<file path="config.mk">
export PLATFORM = sky130hd
export DESIGN_NAME = quadrant_histogram
export DESIGN_NICKNAME = d
export VERILOG_FILES = /design/src/rtl/quadrant_histogram.sv
export SDC_FILE = /design/constraint.sdc
export NUM_CORES = 1
export LEC_CHECK = 0
export CAP_MARGIN = 15
export CORE_MARGIN = 3
export CORE_UTILIZATION = 50
export DETAILED_ROUTE_END_ITERATION = 10
export GPL_TIMING_DRIVEN = 0
export PLACE_DENSITY = 0.68
export RECOVER_POWER = 25
export SYNTH_ARGS = -nofsm -noshare
export SYNTH_HDL_FRONTEND = slang
export SYNTH_SLANG_ARGS = --single-unit
</file>
<file path="constraint.sdc">
create_clock -name clock -period 5.6 [get_ports clock]
set_clock_uncertainty 0.2 [all_clocks]
set_input_delay 1.12 -clock clock [delete_from_list [all_inputs] [get_ports clock]]
set_output_delay 1.12 -clock clock [all_outputs]
set_load 0.01 [all_outputs]
</file>
<file path="src/rtl/quadrant_histogram.sv">
// Windowed histogram of 2-bit quadrant codes: two ping-pong banks of saturating
// counters, with the closed window drained over a four-phase dav_/rfd handshake.
module quadrant_histogram #(
  parameter int unsigned WIN = 8,
  parameter int unsigned CW  = 4
) (
  input  logic          clock,
  input  logic          reset_,
  input  logic [1:0]    q,
  input  logic          done,
  output logic [CW-1:0] cnt,
  output logic [1:0]    idx,
  output logic          dav_,
  input  logic          rfd,
  output logic          ovr
);

  typedef enum logic [1:0] {D_IDLE, D_PRES, D_ACK} dstate_t;

  localparam logic [7:0] WIN_CNT = 8'(WIN);

  logic [3:0][CW-1:0] bank [2];
  logic               act;
  logic               done_d;
  logic [7:0]         wcnt;
  dstate_t            state;
  logic [1:0]         ptr;

  logic               sample;
  logic               close;
  logic [CW-1:0]      cur;
  logic [CW-1:0]      inc;

  always_comb begin
    sample = done & ~done_d;
    close  = sample && ((wcnt + 8'd1) == WIN_CNT);
    cur    = bank[act][q];
    inc    = (cur == '1) ? cur : cur + CW'(1);
  end

  always_ff @(posedge clock) begin
    if (!reset_) begin
      bank[0] <= '0;
      bank[1] <= '0;
      act     <= 1'b0;
      done_d  <= 1'b0;
      wcnt    <= '0;
      state   <= D_IDLE;
      ptr     <= '0;
      cnt     <= '0;
      idx     <= '0;
      dav_    <= 1'b1;
      ovr     <= 1'b0;
    end else begin
      done_d <= done;

      // The closing sample lands in the bank that becomes the drain bank;
      // on overrun that whole window is dropped with the cleared active bank.
      if (sample) begin
        if (close) begin
          wcnt <= '0;
          if (state == D_IDLE) begin
            bank[act][q] <= inc;
            bank[~act]   <= '0;
            act          <= ~act;
            ptr          <= '0;
            state        <= D_PRES;
          end else begin
            bank[act] <= '0;
            ovr       <= 1'b1;
          end
        end else begin
          wcnt         <= wcnt + 8'd1;
          bank[act][q] <= inc;
        end
      end

      case (state)
        D_PRES: if (!rfd) state <= D_ACK;
        D_ACK: begin
          if (rfd) begin
            if (ptr == 2'd3) begin
              state <= D_IDLE;
            end else begin
              ptr   <= ptr + 2'd1;
              state <= D_PRES;
            end
          end
        end
        default: ;
      endcase

      // Outputs trail the state by one edge, so cnt/idx are loaded together
      // with dav_ falling and frozen until the next presentation.
      if (state == D_PRES) begin
        dav_ <= 1'b0;
        cnt  <= bank[~act][ptr];
        idx  <= ptr;
      end else begin
        dav_ <= 1'b1;
      end
    end
  end

endmodule
</file>
# [Word level (Yosys, flattened, before mapping)]
# Memory sizes are Yosys's and may differ from the RTL's. A register that Yosys moved wholly into a read port is not among the register bits.
# Index checks and enable logic that the tools add are counted.
[totals] reg_bits=22 latchBits=0 ramBits=32 rom_bits=0 input_bits=6 out_inout_bits=8 elab_cells=142 memories=1
[op_classes] n_addsub=3 n_mul=0 div=0 magnitude_cmp=3 eq_ne=5 shifts=0 n_mux=78 n_bitwise=36 reduce_logical=7
[memory_table] name="bank" words=2 width=16 read_ports=2 rd_ports_with_merged_regs=1 wr=2 line="22" rtl="logic [3:0][CW-1:0] bank [2];"
[ops] operator="$mux 16" n=5
[ops] operator="$mux 1" n=53
[ops] operator="$or 1x1->1" n=32
[ops] operator="$reduce_or 16->1" n=2
[ops] operator="$mux 2" n=11
[ops] operator="$bmux 4 s2" n=2
[ops] operator="$mux 4" n=4
[ops] operator="$add 8x1->8 const B" n=1
[ops] operator="$demux 4 s2" n=1
[ops] operator="$eq 8x4->1 const B" n=1
[ops] operator="$mux 8" n=1
[ops] operator="$lt 2x3->1 const B" n=2
[ops] operator="$reduce_and 3->1" n=2
[ops] operator="$add 4x1->4 const B" n=1
[ops] operator="$eq 2x2->1 const B" n=2
[ops] operator="$eq 4x4->1 const B" n=1
[ops] operator="$pmux 2 s2" n=1
[ops] operator="$not 1->1" n=3
[ops] operator="$add 2x1->2 const B" n=1
[ops] operator="$eq 2x1->1 const B" n=1
[ops] operator="$ge 2x1->1 const B" n=1
[ops] operator="$logic_and 1x1->1" n=2
[ops] operator="$logic_not 2->1" n=1
[ops] operator="$and 1x1->1" n=1

# [Logic depth before layout (Yosys ltp)]
# Gate-level depths: netlist (run 1).
[depth] ltp_word=11 ltp_mapped=9 depth_no_buf=8

# [Worst setup path after synthesis (run 1)]
# OpenSTA, ideal clock, no wires.
[synth_timing] path_kind="input to register" startpoint="input port q[1]" endpoint="memory bank[0][13] (netlist name)" setup_ps=74 arrival_ps=2838 required_time_ps=5326 setup_slack_ps=2489 path_stages=9 path_buffers=2 path_cell_list="buf_4 mux4_2 nand2_1 o21ai_2 ha_1 nand4b_1 or3b_1 buf_2 o21ai_1"
[synth_lines] element="start, declared" line="9" rtl="input logic [1:0] q,"
[synth_lines] element="end, declared" line="22"

==> results of run 1 <==
==> per-layer routing <==
metal | GRT usage, % | share of wire (%) | vias to the layer above
met1 | 29.5 | 45 | 1153
met5 | 0 | 0 | -
met4 | 4.41 | 0.97 | 0
met2 | 36.0 | 47 | 81
li1 | - | - | 1195
met3 | 3.58 | 7.1 | 8
==> logic make-up (layout without fill, tap and decap cells) <==
| kind of cell | Yosys count | after routing | synth area share [%] |
|---|---|---|---|
| simple gates | 118 | 118 | 20.8 |
| flops | 55 | 55 | 37.4 |
| fa+ha+maj | 7 | 7 | 2.98 |
| buf+inv | 28 | 48 | 4.60 |
| compound gates | 64 | 64 | 16.6 |
| xor+xnor | 10 | 10 | 2.98 |
| mux | 25 | 25 | 14.6 |
==> power by group through the flow <==
| stage | clock network (uW) | logic, uW | registers (uW) |
|---|---|---|---|
| after global placement | 0 | 46.6 | 408 |
| after floorplan | 0 | 32.8 | 407 |
| after detailed placement | 0 | 46.6 | 408 |
| final | 215 | 46.1 | 399 |
| after CTS | 219 | 46.7 | 399 |
| after global routing | 228 | 51.2 | 400 |
==> layout by cell type, fill, tap and decap left out, types with 2 or more instances in the layout <==
master / count
a211o_1: 2
a211oi_1: 4
a21oi_1: 2
a31oi_1: 3
a32o_1: 16
and2_1: 3
and3_1: 3
buf_2: 3
buf_4: 2
buf_6: 2
clkbuf_1: 13
clkbuf_8: 5
clkdlybuf4s50_1: 7
dfxtp_1: 55
dlygate4sd3_1: 5
ha_1: 7
inv_1: 8
mux2i_1: 10
mux4_2: 14
nand2_1: 24
nand2b_1: 5
nand3_1: 27
nand3b_1: 2
nand4b_1: 2
nor2_1: 31
nor2b_1: 3
nor3_1: 8
nor3b_1: 2
nor4_4: 2
o21a_1: 3
o21ai_0: 6
o21ai_1: 11
o22ai_1: 2
o31ai_1: 5
o32ai_1: 2
xnor2_1: 6
xor2_1: 4
==> flip-flops by register name, summed over array words and instances (netlist names), named ones only <==
register,flops
ovr,1
idx,2
act,1
state,2
dav_,1
cnt,4
wcnt,8
done_d,1
bank,32
ptr,2
==> stage by stage <==
step,instance area (sq um),util (%),setup slack [ns]
floorplan,2940,-,2.49
global placement,3150,56.2,1.54
detailed placement,3150,56.2,1.52
CTS,3230,57.6,1.83
global route,3230,57.6,1.72
finish,3230,57.6,1.86
==> worst paths after layout <==
path	startpoint	end	slack, ns	cells past startpoint
setup / recovery	q[1]	bank[0][8]$_SDFFE_PP0P_	1.86	9
hold / removal	ovr$_SDFFE_PN0P_	ovr$_SDFFE_PN0P_	0.27	1
setup reg to reg	wcnt[0]$_SDFFE_PN0P_	bank[1][15]$_SDFFE_PP0P_	2.89	8
hold reg to reg	ovr$_SDFFE_PN0P_	ovr$_SDFFE_PN0P_	0.27	1
==> final cells by class <==
class	instances	area share, %
Multi-Input combinational cell	224	52.8
Inverter	9	1.05
Timing Repair Buffer	12	3.72
Clock buffer	7	2.36
Tap cell	72	2.79
Clock inverter	1	0.155
Sequential cell	55	34.1
Buffer	19	3.02
==> metrics.yaml, run 1 <==
cells_and_area:
  multi_input_area_sq_um: 1700
  antennaDiodeCount: 0
  syn_to_final_growth_pct: 9.79
  fill_cells: 519
  nets: 339
  drive_gt1_share_pct: 10.7
  fin_cells: 399
  final-seq-area_sq_um: 1100
logic_synthesis:
  yosys.area.top_type: "dfxtp_1"
  yosysMostFrequentCell: "dfxtp_1"
  ys.flop_type: "dfxtp_1"
  syn-cell-area_sq_um: 2940
  yosys.cell_types.count: 50
  synth_enable_flop_cells: 0
  synthArstFlopShare_pct: 0
  ys_seq_elements: 55
  yosys-top-cells-area: "dfxtp_1 37%, mux4_2 11%, a32o_1 5.4%, nand3_1 4.6%, nor2_1 4.0%"
  syn_avg_cell_area_sq_um: 9.58
  synth-seq-area-share_pct: 37.4
  ys_top_cells_by_count: "55 x dfxtp_1, 31 x nor2_1, 27 x nand3_1"
  postSynthCellCount: 307
  ys_warn_count: 0
  syn_nets: 320
  synth.top_cell.area_share_pct: 37.4
sta:
  worstMarginPinSlew_ns: 0.743
  layout_worst_path_cycle_share_pct: 66.8
  relSlewSlack_pct: 50.5
  rsz0062_at_grt: "no"
  post-route-min-period_ns: 3.74
  fin_setup_tns_ns: 0
  setup_violations: 0
  finalHoldViolations: 0
  final_max_slew_viol_count: 0
  holdWs_ns: 0.275
  fmax_mhz: 267
cts:
  cts_root_buf: "clkbuf_8"
  cts_made_buffers: 5
  clk_latency_ns: 0.32
  ctsResizeCount: 0
  postCtsSetupBuffers: 0
  clock_sinks: 55
  cts_hold_buffers: 0
  cts_max_level: 2
  cts_tree: "done"
  path_clk_slew_ns: 0.09
  clockBufferDepth: 2
route:
  dr.pass1.iters: 4
  wire_per_inst_um: 17.3
  drtIter0Drc: 220
  vias: 2437
  via_per_inst: 6.11
  drc: 0
  ant_nets: 0
  drt-total-wl_mm: 6.89
pwr:
  switching_power_uw: 161
  pwr-share-seq_pct: 60.4
  peakVddDrop_uv: 115
  p_int_uw: 500
  p_sw_share_pct: 24.3
  power_frac_clock_pct: 32.6
  powerDensity_nw_per_um2: 205
  comb_power_share_pct: 7.0
  power_uw: 660
  p_leak_uw: 0.00106
setup_path:
  cp-end-kind: "register"
  critPathLaunchType: "primary input"
  crit_chain: "clkdlybuf4s50_1 -> buf_4 -> mux4_2 -> nand2_1 -> o21ai_2 -> ha_1 -> nand3_1 -> xor2_1 -> a32o_1"
  cp.required_ns: 5.65
  path_delay_family: "buffers and inverters"
  critical-path-max-stage-delay_ns: 0.62
  path_buf_inv: 2
  worstPathMaxFanout: 10
  crit_type: "primary input to register"
  cp.arrival_ns: 3.79
  cp_slowest_cell: "clkdlybuf4s50_1"
floorplanning:
  die_w_um: 82.7
  start_util_pct: 52.4
  die_h_um: 82.7
  core_sq_um: 5610
  row_count: 27
  die_area_sq_um: 6840
  io_pins: 14
placement:
  place_inst: 391
  gp_congestion: 0.835
  port_buffers: 12
  dp.final_hpwl_mm: 5.03
global_route:
  grt_util_all_layers_pct: 21.6
  grt_pass1_wl_mm: 11.0
  grt_pass1_vias: 2160
  gr-total-overflow: 0
  grt_max_degree: 16
  antenna_found_initial: 0
run:
  maxCapViolCount: 0
status:
  status: "finished, final reports clean"
worst_hold_path:
  min_path_type: "register to register"
Note: power is estimated with default switching activity, not from simulation.
==> inputs of run 2 (changes only) <==
==> constraint.sdc (replaced) <==
create_clock -name clock -period 3.5 [get_ports clock]
set_clock_uncertainty 0.2 [all_clocks]
set_input_delay 0.7 -clock clock [delete_from_list [all_inputs] [get_ports clock]]
set_output_delay 0.7 -clock clock [all_outputs]
set_load 0.01 [all_outputs]
==> run 2 against run 1 <==
Against the previous run: via count down 1.6%; wire length down 0.76%; highest routed layer unchanged; non-clock buffer count unchanged; critical path depth unchanged; sequential power up 60%; clock power up 58%; total power up 59%; largest power group unchanged; sequential cell count unchanged; worst setup slack worse by 1.7 ns; cell count unchanged.
==> metrics.yaml, run 2 (same netlist as run 1, synthesis figures left out) <==
status:
  status: "finished, final reports clean"
floorplanning:
  core_sq_um: 5610  # unchanged
  row_count: 27  # unchanged
  die_h_um: 82.7  # unchanged
  die_w_um: 82.7  # unchanged
  io_pins: 14  # unchanged
  start_util_pct: 52.4  # unchanged
  die_area_sq_um: 6840  # unchanged
global_route:
  grt_max_degree: 16  # unchanged
  grt_pass1_wl_mm: 11.0  # unchanged
  gr-total-overflow: 0  # unchanged
  grt_pass1_vias: 2160  # unchanged
  antenna_found_initial: 0  # unchanged
  grt_util_all_layers_pct: 21.6  # unchanged
cells_and_area:
  layout_commonest_cell: "dfxtp_1"
  fin_cells: 399  # unchanged
  finalInstanceArea_sq_um: 3230  # unchanged
  nets: 339  # unchanged
  drive_gt1_share_pct: 10.7  # unchanged
  largest_reg_flops: 32  # unchanged
  syn_to_final_growth_pct: 9.79  # unchanged
  top_register: "bank"
  final_cell_mix: "55 x dfxtp_1, 31 x nor2_1, 27 x nand3_1"
  antennaDiodeCount: 0  # unchanged
  top_regs: "bank: 32 flops, wcnt: 8 flops, cnt: 4 flops"
worst_hold_path:
  min_path_type: "register to register"
  hold_depth: 1  # unchanged
cts:
  ctsResizeCount: 0  # unchanged
  cts_hold_buffers: 0  # unchanged
  cts_root_buf: "clkbuf_8"
  clock_sinks: 55  # unchanged
  clockBufferDepth: 2  # unchanged
  postCtsSetupBuffers: 0  # unchanged
  clk_latency_ns: 0.31  # about the same
  cts_made_buffers: 5  # unchanged
  path_clk_slew_ns: 0.09  # about the same
  cts_max_level: 2  # unchanged
  cts_tree: "done"
route:
  drtIter0Drc: 212  # -3.6%
  drt-total-wl_mm: 6.84  # -0.76%
  ant_nets: 0  # unchanged
  dr.pass1.iters: 4  # unchanged
  vias: 2398  # -1.6%
  drc: 0  # unchanged
  wire_per_inst_um: 17.1  # -0.76%
  via_per_inst: 6.01  # -1.6%
pwr:
  powerDensity_nw_per_um2: 326  # +59%
  power_uw: 1050  # +59%
  p_leak_uw: 0.00107  # +1.4%
  peakVddDrop_uv: 185  # +61%
setup_path:
  ff2ff_path_depth: 8  # unchanged
  path_buf_inv: 2  # unchanged
  cp_slowest_cell: "clkdlybuf4s50_1"
  critical-path-max-stage-delay_ns: 0.62  # about the same
  path_delay_family: "buffers and inverters"
  reg2reg_to: "bank[0][8]$_SDFFE_PP0P_"
  cp-endpoint: "bank[0][8]$_SDFFE_PP0P_"
  cp.required_ns: 3.55  # -2.10 ns
  r2r-start: "wcnt[0]$_SDFFE_PN0P_"
  cp.arrival_ns: 3.38  # -0.41 ns
  worstPathMaxFanout: 10  # unchanged
  crit_chain: "clkdlybuf4s50_1 -> buf_4 -> mux4_2 -> nand2_1 -> o21ai_2 -> ha_1 -> nand3_1 -> xor2_1 -> a32o_1"
  crit_type: "primary input to register"
  rrSetupSlack_ns: 0.78  # -2.11 ns
  crit_start: "q[1]"
  path_depth: 9  # unchanged
  cp-end-kind: "register"
  critPathLaunchType: "primary input"
placement:
  place_area_sq_um: 3150  # unchanged
  port_buffers: 12  # unchanged
  place_inst: 391  # unchanged
  preCtsSetupSlack_ns: -0.165  # -1.68 ns
  gp_congestion: 0.835  # unchanged
  dp.final_hpwl_mm: 5.03  # unchanged
sta:
  worstMarginPinSlew_ns: 0.728  # -0.0153 ns
  relSlewSlack_pct: 51.5  # +1.0 points
  fin_ws_ns: 0.173  # -1.68 ns
  layout_worst_path_cycle_share_pct: 95.1
  post-route-min-period_ns: 3.33
  finalHoldViolations: 0  # unchanged
  final_max_slew_viol_count: 0  # unchanged
  fmax_mhz: 301
  fin_setup_tns_ns: 0  # unchanged
  rsz0062_at_grt: "no"
  setup_violations: 0  # unchanged
run:
  maxCapViolCount: 0  # unchanged
==> run 2: cell count changes in the layout (fill, tap and decap cells not counted) <==
| cell | before | now |
|---|---|---|
| dlygate4sd3_1 | 5 | 9 |
| clkdlybuf4s50_1 | 7 | 3 |
| clkbuf_1 | 13 | 12 |
| buf_1 | 1 | 2 |
==> run 2: worst register-to-register path, cell delays in order, from the launching register on <==
cell and delay, ns:
dfxtp_1 0.47, ha_1 0.28, nand2_1 0.07, nor3_1 0.19
o221ai_2 0.23, nor4_4 0.65, buf_6 0.24, nor2_1 0.07
a32o_1 0.21
==> run 2: per-stage QoR <==
stage	hold WS, ns	util, %
2_1_floorplan	0.247	-
3_3_place_gp	0.250	56.2
3_5_place_dp	0.260	56.2
4_1_cts	0.282	57.6
5_1_grt	0.305	57.6
6_report	0.269	57.6
==> run 2: layout make-up <==
cell class | count | area [sq um]
Buffer | 19 | 97.6
Clock buffer | 7 | 76.3
Clock inverter | 1 | 5.00
Fill cell | 519 | 2380
Inverter | 9 | 33.8
Multi-Input combinational cell | 224 | 1700
Sequential cell | 55 | 1100
Tap cell | 72 | 90.1
Timing Repair Buffer | 12 | 120
==> run 2: report_power, final <==
group,internal (uW),leakage [uW],switching (uW)
Combinational,26.4,0.000586,47.4
Sequential,632,0.000444,6.40
Clock,141,0.0000422,199
==> run 2: how the worst min path moves through the flow <==
| stage | startpoint | endpoint |
|---|---|---|
| floorplan | bank[1][1]$_SDFFE_PP0P_ | bank[1][1]$_SDFFE_PP0P_ |
| global placement | ovr$_SDFFE_PN0P_ | ovr$_SDFFE_PN0P_ |
| detailed placement | ovr$_SDFFE_PN0P_ | ovr$_SDFFE_PN0P_ |
| CTS | ovr$_SDFFE_PN0P_ | ovr$_SDFFE_PN0P_ |
| global route | bank[1][14]$_SDFFE_PP0P_ | bank[1][14]$_SDFFE_PP0P_ |
| finish | ovr$_SDFFE_PN0P_ | ovr$_SDFFE_PN0P_ |
==> run 2: metal layers <==
| layer | part of all wire, % | global-route usage [%] |
|---|---|---|
| met5 | 0 | 0 |
| met2 | 47 | 36.0 |
| met1 | 45 | 29.5 |
| met3 | 6.8 | 3.58 |
| met4 | 0.67 | 4.41 |
